### src/rtl/riscv_pkg.sv
// Shared types for the unified-memory port arbiter.
//   arb_state_t : arbiter FSM states
//   BYTEEN_ALL  : full-word byte enable pattern
package riscv_pkg;

    typedef enum logic [2:0] {
        IDLE,
        BUSY_I,
        BUSY_D,
        RESP_I,
        RESP_D
    } arb_state_t;

    localparam logic [3:0] BYTEEN_ALL = 4'hF;

endpackage

### src/rtl/mem_port_arbiter.sv
// Arbitrates one single-ported unified memory between the fetch port (read only)
// and the data port (read/write). Data has priority, except that fetch is forced
// a grant once it has watched STARVE_LIMIT consecutive data grants go by. A stuck
// memory is aborted after TIMEOUT_CYCLES, which sets the sticky Err_o flag.
//
// Ports:
//   clk, rst            clock, synchronous active-high reset
//   IReq_i/IAddr_i      fetch request and address; IAck_o/IRData_o completion
//   DReq_i/DWe_i/...    data request, write enable, address, wdata, byte enables
//   DAck_o/DRData_o     data completion and read data
//   Mem*_o / Mem*_i     memory macro request side and completion side
//   StallF_o/StallM_o   per-port stalls for the hazard unit
//   Err_o               sticky timeout flag
module mem_port_arbiter
    import riscv_pkg::*;
#(
    parameter int unsigned DATA_WIDTH     = 32,
    parameter int unsigned STARVE_LIMIT   = 4,
    parameter int unsigned TIMEOUT_CYCLES = 255
) (
    input  logic                  clk,
    input  logic                  rst,
    input  logic                  IReq_i,
    input  logic [DATA_WIDTH-1:0] IAddr_i,
    output logic                  IAck_o,
    output logic [DATA_WIDTH-1:0] IRData_o,
    input  logic                  DReq_i,
    input  logic                  DWe_i,
    input  logic [DATA_WIDTH-1:0] DAddr_i,
    input  logic [DATA_WIDTH-1:0] DWData_i,
    input  logic [3:0]            DByteEn_i,
    output logic                  DAck_o,
    output logic [DATA_WIDTH-1:0] DRData_o,
    output logic                  MemReq_o,
    output logic                  MemWe_o,
    output logic [DATA_WIDTH-1:0] MemAddr_o,
    output logic [DATA_WIDTH-1:0] MemWData_o,
    output logic [3:0]            MemByteEn_o,
    input  logic [DATA_WIDTH-1:0] MemRData_i,
    input  logic                  MemReady_i,
    output logic                  StallF_o,
    output logic                  StallM_o,
    output logic                  Err_o
);

    localparam int unsigned StarveW  = $clog2(STARVE_LIMIT + 1);
    localparam int unsigned TimeoutW = $clog2(TIMEOUT_CYCLES + 1);
    localparam logic [StarveW-1:0]  StarveMax   = StarveW'(STARVE_LIMIT);
    localparam logic [TimeoutW-1:0] TimeoutLast = TimeoutW'(TIMEOUT_CYCLES - 1);

    arb_state_t          state;
    logic [StarveW-1:0]  starveCnt;
    logic [TimeoutW-1:0] timeoutCnt;
    logic                withdrawn;   // owner dropped its request during BUSY
    logic                forceFetch;

    assign forceFetch = IReq_i && (starveCnt == StarveMax);

    assign StallF_o = IReq_i & ~IAck_o;
    assign StallM_o = DReq_i & ~DAck_o;

    always_ff @(posedge clk) begin
        if (rst) begin
            state       <= IDLE;
            starveCnt   <= '0;
            timeoutCnt  <= '0;
            withdrawn   <= 1'b0;
            MemReq_o    <= 1'b0;
            MemWe_o     <= 1'b0;
            MemAddr_o   <= '0;
            MemWData_o  <= '0;
            MemByteEn_o <= '0;
            IAck_o      <= 1'b0;
            DAck_o      <= 1'b0;
            IRData_o    <= '0;
            DRData_o    <= '0;
            Err_o       <= 1'b0;
        end else begin
            IAck_o <= 1'b0;
            DAck_o <= 1'b0;
            unique case (state)
                IDLE: begin
                    timeoutCnt <= '0;
                    withdrawn  <= 1'b0;
                    if (DReq_i && !forceFetch) begin
                        state       <= BUSY_D;
                        MemReq_o    <= 1'b1;
                        MemWe_o     <= DWe_i;
                        MemAddr_o   <= DAddr_i;
                        MemWData_o  <= DWData_i;
                        MemByteEn_o <= DByteEn_i;
                        // Count only data grants that made fetch wait.
                        if (!IReq_i) begin
                            starveCnt <= '0;
                        end else if (starveCnt != StarveMax) begin
                            starveCnt <= starveCnt + 1'b1;
                        end
                    end else if (IReq_i) begin
                        state       <= BUSY_I;
                        MemReq_o    <= 1'b1;
                        MemWe_o     <= 1'b0;
                        MemAddr_o   <= IAddr_i;
                        MemWData_o  <= '0;
                        MemByteEn_o <= '0;
                        starveCnt   <= '0;
                    end
                end
                BUSY_I: begin
                    if (!IReq_i) withdrawn <= 1'b1;
                    if (MemReady_i) begin
                        MemReq_o <= 1'b0;
                        IRData_o <= MemRData_i;
                        IAck_o   <= IReq_i && !withdrawn;
                        state    <= RESP_I;
                    end else if (timeoutCnt == TimeoutLast) begin
                        MemReq_o <= 1'b0;
                        Err_o    <= 1'b1;
                        IRData_o <= '0;
                        IAck_o   <= IReq_i && !withdrawn;
                        state    <= RESP_I;
                    end else begin
                        timeoutCnt <= timeoutCnt + 1'b1;
                    end
                end
                BUSY_D: begin
                    if (!DReq_i) withdrawn <= 1'b1;
                    if (MemReady_i) begin
                        MemReq_o <= 1'b0;
                        // Write acks leave the last read data visible.
                        if (!MemWe_o) DRData_o <= MemRData_i;
                        DAck_o   <= DReq_i && !withdrawn;
                        state    <= RESP_D;
                    end else if (timeoutCnt == TimeoutLast) begin
                        MemReq_o <= 1'b0;
                        Err_o    <= 1'b1;
                        DRData_o <= '0;
                        DAck_o   <= DReq_i && !withdrawn;
                        state    <= RESP_D;
                    end else begin
                        timeoutCnt <= timeoutCnt + 1'b1;
                    end
                end
                RESP_I, RESP_D: begin
                    state <= IDLE;
                end
                default: begin
                    state <= IDLE;
                end
            endcase
        end
    end

endmodule

### config.mk
export PLATFORM = sky130hd
export DESIGN_NAME = mem_port_arbiter
export DESIGN_NICKNAME = d
export VERILOG_FILES = /design/src/rtl/riscv_pkg.sv /design/src/rtl/mem_port_arbiter.sv
export SDC_FILE = /design/constraint.sdc
export NUM_CORES = 1
export LEC_CHECK = 0
export ABC_AREA = 0
export BUFFER_PORTS_ARGS = -buffer_cell sky130_fd_sc_hd__buf_2
export CELL_PAD_IN_SITES_DETAIL_PLACEMENT = 1
export CELL_PAD_IN_SITES_GLOBAL_PLACEMENT = 2
export CORE_ASPECT_RATIO = 0.5
export CORE_UTILIZATION = 25
export CTS_CLUSTER_SIZE = 40
export DETAILED_ROUTE_END_ITERATION = 12
export PLACE_DENSITY = 0.76
export SYNTH_ARGS = -nofsm -noshare
export SYNTH_HDL_FRONTEND = slang
export SYNTH_SLANG_ARGS = --single-unit
export TNS_END_PERCENT = 10
### constraint.sdc
create_clock -name clk -period 2.6 [get_ports clk]
set_clock_uncertainty 0.2 [all_clocks]
set_input_delay 0.39 -clock clk [delete_from_list [all_inputs] [get_ports clk]]
set_output_delay 0.39 -clock clk [all_outputs]
set_load 0.01 [all_outputs]
After elaboration in Yosys (flattened, before gate mapping):

Cells that the tools add are included.

* equality and inequality tests: 15
* shifts and indexed selects: 0
* $mul: 0
* mux-type cells: 38
* magnitude comparators: 0
* reduce and logical (&&, ||, !) cells: 23
* add/sub/neg operators: 2
* bitwise logic cells: 7
* divide/modulo/power cells: 0

Operators with widths (number)
* two-way mux 32 bit: 8
* two-way mux 3 bit: 10
* AND reduction 3 bit: 7
* two-way mux 8 bit: 2
* one-hot mux 8 bit (2 select lines): 1
* two-way mux 1 bit: 12
* != test 3 bit (second input constant): 4
* != test 2 bit (second input constant): 5
* one-hot mux 3 bit (3 select lines): 1
* adder 8 x 1 -> 8 bit (second input constant): 1
* equality test 8 bit (second input constant): 1
* two-way mux 4 bit: 2
* nonzero test 2 bit: 3
* OR reduction 2 bit: 3
* inverter 1 bit: 5
* logical AND 1 bit: 4
* AND reduction 2 bit: 2
* adder 3 x 1 -> 3 bit (second input constant): 1
* equality test 3 x 1 -> 1 bit (second input constant): 1
* equality test 3 x 2 -> 1 bit (second input constant): 1
* equality test 3 bit (second input constant): 1
* zero test 3 bit: 1
* != test 3 x 1 -> 1 bit (second input constant): 1
* != test 3 x 2 -> 1 bit (second input constant): 1
* other kinds (5): 7

* latch bits: 0
* register bits after elaboration: 152
* bits in read-only memories: 0
* output and inout bits: 139
* bits in writable memories: 0
* bits of input ports: 138
* memories: 0
* logic and storage cells: 99

Depth between registers and ports, before layout:

Gate-level depths: netlist of the first run.

* depth in word-level cells: 6
* gate-level depth with buffers: 8
* mapped depth without buffers: 6

Worst setup path after synthesis of the first run:

OpenSTA, ideal clock, no wires.

* path type: reg-to-reg
* from: register timeoutCnt[0]
* to: register IRData_o[18]
* cell stages (with the launch flop): 8
* required time: 2329 ps
* data arrival time: 1570 ps
* buffers on the path: 1
* path slack: 759 ps
* path through: dfxtp_1 inv_1 ha_1 and3_1 a21oi_2 clkbuf_1 o21ai_0 a21oi_1

* longest elaborated chain between the ends: 3

Ends and longest elaborated chain
* from (decl): RTL line mem_port_arbiter.sv:53 `logic [TimeoutW-1:0] timeoutCnt;`
* from (signal assigned): RTL line mem_port_arbiter.sv:122 `timeoutCnt <= timeoutCnt + 1'b1;`
* from (signal assigned): RTL line mem_port_arbiter.sv:140 `timeoutCnt <= timeoutCnt + 1'b1;`
* equality test 8 bit: RTL line mem_port_arbiter.sv:115 `end else if (timeoutCnt == TimeoutLast) begin`
* nonzero test 2 bit (no source line)
* AND reduction 2 bit (no source line)
* to (signal assigned): RTL line mem_port_arbiter.sv:112 `IRData_o <= MemRData_i;`
* to (decl): RTL line mem_port_arbiter.sv:26 `output logic [DATA_WIDTH-1:0] IRData_o,`

No other way between the ends.
A chain may end at the register's enable or synchronous reset.

Worst setup path after layout of the first run:

* from: register timeoutCnt[0]
* to: register DRData_o[14]

* longest elaborated chain between the ends: 3

Ends and longest elaborated chain
* equality test 8 bit: RTL line mem_port_arbiter.sv:133 `end else if (timeoutCnt == TimeoutLast) begin`
* nonzero test 2 bit (no source line)
* AND reduction 3 bit (no source line)
* to (signal assigned): RTL line mem_port_arbiter.sv:130 `if (!MemWe_o) DRData_o <= MemRData_i;`
* to (decl): RTL line mem_port_arbiter.sv:33 `output logic [DATA_WIDTH-1:0] DRData_o,`

No other way between the ends.

==> insert_results.sql, run 1 <==
INSERT INTO impl_metrics (metric_group, metric, value, unit) VALUES
('run_status', 'run_status', 'finished clean', ''),
('cells_and_area', 'final_cell_count_no_fill', '1250', ''),
('cells_and_area', 'final_cell_mix', 'sky130_fd_sc_hd__buf_2 (275), sky130_fd_sc_hd__dfxtp_1 (152), sky130_fd_sc_hd__nand2_1 (104)', ''),
('floorplanning', 'die_width', '217', 'µm'),
('floorplanning', 'dieArea', '23800', 'µm²'),
('placement', 'detailed_place.area', '7440', 'µm²'),
('pwr', 'p_clk_frac', '0.361', ''),
('cells_and_area', 'fillerInstances', '2651', ''),
('cells_and_area', 'most_common_library_cell_in_the_layout_ignoring_fill_and_taps', 'sky130_fd_sc_hd__buf_2', ''),
('critical_path', 'cp_data_arrival_time', '2.40', 'ns'),
('synth', 'yosys_register_bits', '152', ''),
('placement', 'routabilityCongestion', '0.729', ''),
('clocking', 'cts-buffers-inserted', '17', ''),
('cells_and_area', 'layout.nets', '1079', ''),
('pwr', 'power.net_switching', '2.07', 'mW'),
('global_routing', 'grt_max_degree', '62', ''),
('critical_path', 'cp-end-kind', 'flip-flop', ''),
('sta', 'timing.fmax', '449', 'MHz'),
('sta', 'setup-violations-final', '0', ''),
('clocking', 'postCtsResizedCells', '0', ''),
('sta', 'max_slew_margin', '0.335', ''),
('flow_run', 'max-cap-violations', '0', ''),
('floorplanning', 'io_pins', '277', ''),
('pwr', 'pwr_density_cell', '787', 'nW/µm²'),
('clocking', 'cts_num_sinks', '152', ''),
('synth', 'synth_nets', '786', ''),
('synth', 'avgSynthCellArea', '8.99', 'µm²'),
('min_path', 'hold_start', 'DWData_i[30]', ''),
('route', 'vias', '5830', ''),
('floorplanning', 'core', '22200', 'µm²'),
('placement', 'dp_cells', '1180', ''),
('synth', 'number_of_enable_flip_flop_cells_after_synthesis', '0', ''),
('global_routing', 'grt_pass1_vias', '5959', ''),
('critical_path', 'worst_setup_path_startpoint', 'timeoutCnt[0]$_SDFFE_PP0P_', ''),
('route', 'wl_per_cell', '16.0', 'µm'),
('pwr', 'power.switching_fraction', '0.313', ''),
('synth', 'yosys.area.top_type_share', '0.526', ''),
('min_path', 'hold_class', 'in2reg', ''),
('cells_and_area', 'drive_gt1_frac', '0.357', ''),
('sta', 'setup_tns', '0', 'ns'),
('route', 'mean_number_of_vias_per_cell', '4.66', ''),
('floorplanning', 'initial_utilization', '0.261', ''),
('synth', 'synthesis.area', '5790', 'µm²'),
('floorplanning', 'floorplan.die.height', '110', 'µm'),
('critical_path', 'worstPathRequired', '2.77', 'ns'),
('global_routing', 'global_route_wire_length_before_repair', '30900', 'µm'),
('synth', 'dominantRegCellSynth', 'sky130_fd_sc_hd__dfxtp_1', ''),
('route', 'detail-route-antenna-nets', '0', ''),
('clocking', 'worst_case_clock_buffer_depth', '2', ''),
('synth', 'synthDominantAreaCellType', 'sky130_fd_sc_hd__dfxtp_1', ''),
('min_path', 'worst_hold_path.num_cells', '3', ''),
('clocking', 'cts_tree', 'built', ''),
('pwr', 'p_comb_frac', '0.224', ''),
('sta', 'finalCritPeriodShare', '0.857', ''),
('cells_and_area', 'diodes', '0', ''),
('synth', 'synthDistinctLibCells', '47', ''),
('global_routing', 'grt.overflow.total', '0', ''),
('cells_and_area', 'final_area', '8380', 'µm²'),
('cells_and_area', 'area_delta_synth_final', '44.8', '%'),
('clocking', 'cts_root_buf', 'sky130_fd_sc_hd__clkbuf_16', ''),
('global_routing', 'number_of_antenna_violations_at_the_first_check_in_global_routing', '0', ''),
('pwr', 'seq_power_share', '0.414', ''),
('critical_path', 'worst_reg_to_reg_path_cell_count', '6', ''),
('critical_path', 'crit-reg2reg-launch', 'timeoutCnt[0]$_SDFFE_PP0P_', ''),
('synth', 'synth_async_sr_flop_share', '0', ''),
('clocking', 'post-cts-setup-buffers', '0', ''),
('critical_path', 'critPathMaxFanout', '32', ''),
('sta', 'timing_worst_slew_pin_value', '0.998', 'ns'),
('route', 'dr.first_iter.drc_count', '245', ''),
('synth', 'synth_warnings', '0', ''),
('sta', 'min_period', '2.23', 'ns');
## sequential cells by signal, indices dropped and copies added (netlist names)
name	count
DAck_o	1
MemReq_o	1
MemByteEn_o	4
starveCnt	3
MemWe_o	1
MemWData_o	32
withdrawn	1
IAck_o	1
Err_o	1
IRData_o	32
MemAddr_o	32
state	3
DRData_o	32
timeoutCnt	8
## Yosys cell counts (all sizes together) (3+ instances only)
| library cell | instances |
|---|---|
| and3 | 4 |
| nand2 | 104 |
| inv | 8 |
| buf | 27 |
| a22o | 33 |
| nor4 | 3 |
| o31ai | 3 |
| a22oi | 38 |
| ha | 4 |
| nor3 | 7 |
| nor2 | 84 |
| dfxtp | 152 |
| clkbuf | 28 |
| a311oi | 32 |
| nand3 | 8 |
| o21ai | 38 |
| a21oi | 42 |
## critical path, stage by stage, from the launching register on
cell and delay, ns:
sky130_fd_sc_hd__dfxtp_1 0.38, sky130_fd_sc_hd__inv_1 0.08, sky130_fd_sc_hd__ha_1 0.21, sky130_fd_sc_hd__nand3_1 0.10
sky130_fd_sc_hd__o31ai_1 0.11, sky130_fd_sc_hd__a31oi_4 0.83, sky130_fd_sc_hd__a22o_1 0.27
## logic make-up (layout without fill, tap and decap cells)
logic type,Yosys count,after routing,share of synthesized area
simple gates,221,221,0.159
compound gates,202,202,0.254
flops,152,152,0.526
buf+inv,63,369,0.0497
fa+ha+maj,4,4,0.00865
xor+xnor,1,1,0.00151
mux,1,1,0.00173
## final cells by class
cell class | instances | area (µm²) | area share
inverter | 8 | 30.0 | 0.00358
clock inverter | 13 | 118 | 0.0140
multi-input combinational | 429 | 2490 | 0.297
timing repair buffer | 329 | 1890 | 0.225
clock buffer | 19 | 443 | 0.0528
sequential | 152 | 3040 | 0.363
tap | 300 | 375 | 0.0448
## worst paths after layout
check | to | slack, ns
setup reg to reg | DRData_o[14]$_SDFFE_PP0P_ | 0.37
hold / removal | MemWData_o[30]$_SDFFE_PP0P_ | 0.02
setup / recovery | DRData_o[14]$_SDFFE_PP0P_ | 0.37
hold reg to reg | DAck_o$_SDFF_PP0_ | 0.23
## timing repair
item / in CTS / in global routing
hold buffers: 38 / 0
endpoints found under the hold margin: 45 / 0
setup endpoints to repair: 0 / 0
## per-layer routing
layer	share of wire	GRT usage	routed length, µm
met4	0.012	0.0563	247
met5	0	0	0
met3	0.040	0.0407	796
met2	0.50	0.295	10100
met1	0.44	0.196	8910
## stage by stage
stage          hold slack, ns  utilization  setup WS (ns)
6_report               0.0152        0.378          0.372
5_1_grt               0.00828        0.378          0.200
4_1_cts              0.000525        0.378          0.331
3_5_place_dp            0.221        0.335          0.351
3_3_place_gp            0.217        0.335          0.392
2_1_floorplan           0.201            -          0.759
## power groups by stage
stage / combinational [mW] / clock [mW] / sequential [mW]
after global routing: 1.63 / 2.57 / 2.77
after CTS: 1.50 / 2.47 / 2.74
final: 1.48 / 2.38 / 2.73
after detailed placement: 1.46 / 0 / 2.78
after global placement: 1.43 / 0 / 2.77
after floorplan: 0.782 / 0 / 2.87
No activity file was read; power rests on OpenSTA's default activity.
==> run 2: changes to the inputs <==
CELL_PAD_IN_SITES_GLOBAL_PLACEMENT = 1   (was 2)
CORE_UTILIZATION = 33   (was 25)
PLACE_DENSITY = 0.78   (was 0.76)
==> insert_results.sql, run 2 (synthesized netlist as in run 1, its figures left out) <==
INSERT INTO impl_metrics (metric_group, metric, value, unit) VALUES
('run_status', 'run_status', 'finished clean', ''),
('placement', 'placement.io_buffers', '276', ''),
('cells_and_area', 'drive_gt1_frac', '0.360', ''),
('route', 'vias', '5959', ''),
('pwr', 'leakage_dissipation', '3.77', 'nW'),
('sta', 'timing_worst_slew_pin_value', '1.03', 'ns'),
('placement', 'dp_hpwl', '13000', 'µm'),
('critical_path', 'cp-end-kind', 'flip-flop', ''),
('route', 'postRouteWirelength', '19300', 'µm'),
('clocking', 'post-cts-setup-buffers', '0', ''),
('cells_and_area', 'final_cell_mix', 'sky130_fd_sc_hd__buf_2 (275), sky130_fd_sc_hd__dfxtp_1 (152), sky130_fd_sc_hd__nand2_1 (104)', ''),
('critical_path', 'cp_data_arrival_time', '2.44', 'ns'),
('cells_and_area', 'fillerInstances', '2025', ''),
('route', 'mean_number_of_vias_per_cell', '5.15', ''),
('critical_path', 'critPathMaxFanout', '32', ''),
('critical_path', 'rr_endpoint', 'DRData_o[30]$_SDFFE_PP0P_', ''),
('clocking', 'clk-insertion-delay-late', '0.41', 'ns'),
('pwr', 'peak_supply_drop', '497', 'µV'),
('sta', 'rsz0062_at_grt', 'false', ''),
('route', 'detail-route-antenna-nets', '0', ''),
('critical_path', 'worst_path_dominant_cell_family', 'compound AO/OA/AOI/OAI gates', ''),
('floorplanning', 'core', '16800', 'µm²'),
('flow_run', 'max-cap-violations', '0', ''),
('global_routing', 'global_route_wire_length_before_repair', '30300', 'µm'),
('sta', 'timing.fmax', '437', 'MHz'),
('global_routing', 'number_of_antenna_violations_at_the_first_check_in_global_routing', '0', ''),
('cells_and_area', 'final_cell_count_no_fill', '1158', ''),
('global_routing', 'grt_max_degree', '73', ''),
('floorplanning', 'io_pins', '277', ''),
('placement', 'routabilityCongestion', '0.777', ''),
('sta', 'max_slew_margin', '0.308', ''),
('clocking', 'clkSlewWorstSetupHoldPaths', '0.06', 'ns'),
('floorplanning', 'num_rows', '33', ''),
('clocking', 'cts-buffers-inserted', '17', ''),
('critical_path', 'timing.critical_path.from_type', 'flip-flop', ''),
('global_routing', 'grt_pass1_vias', '5966', ''),
('cells_and_area', 'most_common_library_cell_in_the_layout_ignoring_fill_and_taps', 'sky130_fd_sc_hd__buf_2', ''),
('route', 'drt_drc_violations_left', '0', ''),
('sta', 'number_of_hold_violations_in_the_final_report', '0', ''),
('critical_path', 'timing.critical_path.cells', 'inv_1 -> ha_1 -> nand3_1 -> o31ai_1 -> a31oi_4 -> a22o_1', ''),
('clocking', 'cts_num_sinks', '152', ''),
('placement', 'dp_cells', '1104', ''),
('critical_path', 'crit-reg2reg-launch', 'timeoutCnt[0]$_SDFFE_PP0P_', ''),
('cells_and_area', 'area_delta_synth_final', '41.5', '%'),
('critical_path', 'worstPathRequired', '2.76', 'ns'),
('floorplanning', 'initial_utilization', '0.345', ''),
('sta', 'finalMaxSlewViolations', '0', ''),
('sta', 'finalCritPeriodShare', '0.880', ''),
('placement', 'detailedPlace.worstSlack', '0.376', 'ns'),
('floorplanning', 'dieArea', '18100', 'µm²'),
('route', 'wl_per_cell', '16.7', 'µm'),
('sta', 'min_period', '2.29', 'ns'),
('sta', 'setup_tns', '0', 'ns'),
('critical_path', 'timing.critical_path.depth', '6', ''),
('clocking', 'htree_levels', '4', ''),
('critical_path', 'slowest_delay', '0.84', 'ns'),
('clocking', 'worst_case_clock_buffer_depth', '2', ''),
('global_routing', 'grt.overflow.total', '0', ''),
('critical_path', 'crit_path_top_delay_cell', 'sky130_fd_sc_hd__a31oi_4', ''),
('cells_and_area', 'layout.nets', '1060', ''),
('sta', 'setup_ws', '0.312', 'ns'),
('critical_path', 'reg2reg_setup_slack', '0.31', 'ns'),
('critical_path', 'worst_setup_path_startpoint', 'timeoutCnt[0]$_SDFFE_PP0P_', ''),
('min_path', 'hold_class', 'in2reg', ''),
('critical_path', 'worst_reg_to_reg_path_cell_count', '6', ''),
('critical_path', 'worstSetupEndpoint', 'DRData_o[30]$_SDFFE_PP0P_', ''),
('clocking', 'cts_root_buf', 'sky130_fd_sc_hd__clkbuf_16', ''),
('sta', 'setup-violations-final', '0', ''),
('cells_and_area', 'diodes', '0', ''),
('floorplanning', 'floorplan.die.height', '95.7', 'µm'),
('route', 'drt-pass1-iter-count', '4', ''),
('clocking', 'cts_tree', 'built', ''),
('route', 'dr.first_iter.drc_count', '259', ''),
('pwr', 'pwr_density_cell', '838', 'nW/µm²'),
('global_routing', 'grt_usage', '0.211', ''),
('critical_path', 'path_buf_inv', '1', ''),
('critical_path', 'critical_path_class', 'reg2reg', ''),
('floorplanning', 'die_width', '189', 'µm');
run 2: area by class of cell:
type / instances / area [µm²] / area share
Clock buffer: 21 / 460 / 0.0562
Clock inverter: 11 / 171 / 0.0209
Inverter: 8 / 30.0 / 0.00367
Multi-Input combinational cell: 429 / 2490 / 0.305
Sequential cell: 152 / 3040 / 0.372
Tap cell: 227 / 284 / 0.0347
Timing Repair Buffer: 310 / 1710 / 0.208
run 2: metrics by stage:
step / utilization / cell area, µm² / power, mW / hold WS [ns]
after global placement: 0.438 / 7340 / 4.16 / 0.215
after CTS: 0.489 / 8190 / 6.92 / 0.00176
after floorplan: - / 5790 / 3.65 / 0.201
after detailed placement: 0.438 / 7340 / 4.22 / 0.219
final: 0.489 / 8190 / 6.86 / 0.0184
after global routing: 0.489 / 8190 / 7.18 / 0.00431
run 2: how the worst min path moves through the flow:
stage,startpoint,to,cells after the start
6_report,MemRData_i[6],DRData_o[6]$_SDFFE_PP0P_,2
5_1_grt,MemRData_i[9],DRData_o[9]$_SDFFE_PP0P_,2
4_1_cts,MemRData_i[28],DRData_o[28]$_SDFFE_PP0P_,2
3_5_place_dp,withdrawn$_SDFFE_PP0P_,DAck_o$_SDFF_PP0_,1
3_3_place_gp,withdrawn$_SDFFE_PP0P_,DAck_o$_SDFF_PP0_,1
2_1_floorplan,withdrawn$_SDFFE_PP0P_,DAck_o$_SDFF_PP0_,1
run 2: worst register-to-register path: cells and delay by family, from the launching register on:
| family | cells | cell delay, ns |
|---|---|---|
| AOI/OAI and AO/OA | 3 | 1.24 |
| and+or+nand+nor | 1 | 0.11 |
| adders and majority gates | 1 | 0.21 |
| DFF | 1 | 0.39 |
| buffers and inverters | 1 | 0.08 |
run 2: routing by layer:
metal  vias up  share of wire  track usage
met5         -              0            0
met4         0          0.020       0.0806
met3        34          0.046       0.0467
met2       182           0.48        0.376
met1      2897           0.45        0.253
li1       2846              -            -
run 2: repair_timing:
item	in CTS	in global routing
gates resized for setup	0	0
hold buffers	22	0
hold endpoints to repair	22	0
run 2: where the power goes:
| part | switching, mW | internal, mW |
|---|---|---|
| combinational | 0.875 | 0.578 |
| clock | 1.00 | 1.66 |
| sequential | 0.157 | 2.59 |
==> run 3: changes to the inputs <==
CAP_MARGIN = 40   (was unset)
CORE_UTILIZATION = 35   (was 33)
HOLD_SLACK_MARGIN = 0.06   (was unset)
PLACE_DENSITY = 0.82   (was 0.78)
clock period = 2.8 ns   (was 2.6 ns; I/O delays follow)
==> insert_results.sql, run 3 (synthesized netlist as in run 1, its figures left out) <==
INSERT INTO impl_metrics (metric_group, metric, value, unit) VALUES
('global_routing', 'global_route_wire_length_before_repair', '32200', 'µm'),
('cells_and_area', 'final_cell_count_no_fill', '1183', ''),
('clocking', 'cts_num_sinks', '152', ''),
('pwr', 'power.net_switching', '1.92', 'mW'),
('sta', 'finalCritPeriodShare', '0.923', ''),
('global_routing', 'number_of_antenna_violations_at_the_first_check_in_global_routing', '0', ''),
('route', 'drt-pass1-iter-count', '4', ''),
('floorplanning', 'dieArea', '17100', 'µm²'),
('sta', 'number_of_hold_violations_in_the_final_report', '0', ''),
('clocking', 'htree_levels', '4', ''),
('floorplanning', 'die_width', '184', 'µm'),
('floorplanning', 'core', '15800', 'µm²'),
('global_routing', 'grt_usage', '0.239', ''),
('floorplanning', 'io_pins', '277', ''),
('cells_and_area', 'most_common_library_cell_in_the_layout_ignoring_fill_and_taps', 'sky130_fd_sc_hd__buf_2', ''),
('placement', 'detailed_place.area', '7360', 'µm²'),
('sta', 'rsz0062_at_grt', 'false', ''),
('sta', 'setup-violations-final', '0', ''),
('sta', 'min_period', '2.58', 'ns'),
('clocking', 'worst_case_clock_buffer_depth', '2', ''),
('critical_path', 'worstPathRequired', '2.95', 'ns'),
('min_path', 'hold_class', 'in2reg', ''),
('global_routing', 'grt_max_degree', '67', ''),
('floorplanning', 'initial_utilization', '0.367', ''),
('pwr', 'leakage_dissipation', '3.91', 'nW'),
('clocking', 'clk-insertion-delay-late', '0.41', 'ns'),
('route', 'drt_drc_violations_left', '0', ''),
('placement', 'placement.io_buffers', '276', ''),
('sta', 'finalMaxSlewViolations', '0', ''),
('placement', 'dp_cells', '1098', ''),
('critical_path', 'critical_path_class', 'reg2reg', ''),
('clocking', 'cts_root_buf', 'sky130_fd_sc_hd__clkbuf_16', ''),
('run_status', 'run_status', 'finished clean', ''),
('pwr', 'p_clk_frac', '0.383', ''),
('clocking', 'cts_tree', 'built', ''),
('critical_path', 'cp_data_arrival_time', '2.73', 'ns'),
('pwr', 'peak_supply_drop', '459', 'µV'),
('sta', 'timing_worst_slew_pin_value', '0.666', 'ns'),
('flow_run', 'max-cap-violations', '0', ''),
('pwr', 'pwr_density_cell', '752', 'nW/µm²'),
('cells_and_area', 'final_area', '8520', 'µm²'),
('cells_and_area', 'fillerInstances', '1928', ''),
('clocking', 'postCtsResizedCells', '0', ''),
('floorplanning', 'floorplan.die.height', '92.9', 'µm'),
('pwr', 'p_comb_frac', '0.219', ''),
('route', 'postRouteWirelength', '20500', 'µm'),
('pwr', 'power.switching_fraction', '0.300', ''),
('route', 'vias', '6131', ''),
('cells_and_area', 'layout.nets', '1091', ''),
('pwr', 'p_int', '4.48', 'mW'),
('cells_and_area', 'drive_gt1_frac', '0.349', ''),
('route', 'mean_number_of_vias_per_cell', '5.18', ''),
('route', 'wl_per_cell', '17.3', 'µm'),
('critical_path', 'critPathMaxFanout', '66', ''),
('critical_path', 'timing.critical_path.from_type', 'flip-flop', ''),
('sta', 'holdWs', '0.0675', 'ns'),
('sta', 'setup_tns', '0', 'ns'),
('cells_and_area', 'diodes', '0', ''),
('route', 'detail-route-antenna-nets', '0', ''),
('placement', 'dp_hpwl', '13100', 'µm'),
('clocking', 'clkSlewWorstSetupHoldPaths', '0.07', 'ns'),
('cells_and_area', 'area_delta_synth_final', '47.1', '%'),
('sta', 'timing.fmax', '387', 'MHz'),
('global_routing', 'grt_pass1_vias', '6301', ''),
('placement', 'routabilityCongestion', '0.801', ''),
('critical_path', 'cp-end-kind', 'flip-flop', ''),
('route', 'dr.first_iter.drc_count', '327', ''),
('cells_and_area', 'final_cell_mix', 'sky130_fd_sc_hd__buf_2 (275), sky130_fd_sc_hd__dfxtp_1 (152), sky130_fd_sc_hd__nand2_1 (104)', ''),
('clocking', 'cts-buffers-inserted', '17', ''),
('global_routing', 'grt.overflow.total', '0', ''),
('sta', 'max_slew_margin', '0.553', ''),
('pwr', 'seq_power_share', '0.398', ''),
('floorplanning', 'num_rows', '32', '');
run 3: changes by cell type in the layout (fill, tap and decap cells not counted), moves of 2 or more:
cell	change
sky130_fd_sc_hd__clkbuf_8	-2
sky130_fd_sc_hd__dlygate4sd3_1	+30
sky130_fd_sc_hd__buf_16	+2
sky130_fd_sc_hd__inv_6	+4
run 3: path summary, 6_finish.rpt:
kind                               start                     endpoint  slack [ns]  cells after the start
setup / recovery   state[2]$_SDFFE_PP0P_    MemAddr_o[4]$_SDFFE_PP0P_        0.22                      6
hold / removal              DWData_i[21]  MemWData_o[21]$_SDFFE_PP0P_        0.07                      3
setup reg to reg   state[2]$_SDFFE_PP0P_    MemAddr_o[4]$_SDFFE_PP0P_        0.22                      6
hold reg to reg   withdrawn$_SDFFE_PP0P_            DAck_o$_SDFF_PP0_        0.26                      1
run 3: final cells by class:
cell class | instances | area (µm²) | area share
Clock buffer | 19 | 433 | 0.0508
Clock inverter | 13 | 193 | 0.0226
Inverter | 8 | 30.0 | 0.00353
Multi-Input combinational cell | 429 | 2490 | 0.292
Sequential cell | 152 | 3040 | 0.357
Tap cell | 221 | 277 | 0.0325
Timing Repair Buffer | 341 | 2050 | 0.241
run 3: critical path: stages (launching register included):
cell                            delay [ns]
sky130_fd_sc_hd__dfxtp_1              0.45
sky130_fd_sc_hd__or3_4                0.54
sky130_fd_sc_hd__nor2_4               0.15
sky130_fd_sc_hd__buf_12               0.27
sky130_fd_sc_hd__nor2_1               0.07
sky130_fd_sc_hd__a311oi_1             0.23
sky130_fd_sc_hd__dlygate4sd3_1        0.57
run 3: per-layer routing:
metal / part of all wire / GRT usage / vias to the layer above
li1: - / - / 2915
met1: 0.39 / 0.256 / 2980
met2: 0.53 / 0.447 / 192
met3: 0.053 / 0.0617 / 44
met4: 0.028 / 0.0993 / 0
met5: 0 / 0 / -
run 3: power groups by stage:
stage | sequential, mW | combinational [mW] | clock [mW]
final | 2.55 | 1.40 | 2.45
after global routing | 2.58 | 1.53 | 2.61
after CTS | 2.54 | 1.40 | 2.50
after detailed placement | 2.59 | 1.33 | 0
after global placement | 2.58 | 1.27 | 0
after floorplan | 2.66 | 0.726 | 0
run 3: timing repair:
item	in CTS	in global routing
buffers inserted	0	0
hold buffers	52	0
hold endpoints to repair	71	0
run 3: per-stage QoR:
| stage | setup WS (ns) | power, mW | util |
|---|---|---|---|
| finish | 0.216 | 6.41 | 0.540 |
| CTS | 0.233 | 6.44 | 0.539 |
| global route | 0.0702 | 6.72 | 0.540 |
| detailed placement | 0.597 | 3.91 | 0.467 |
| floorplan | 0.959 | 3.39 | - |
| global placement | 0.578 | 3.85 | 0.463 |
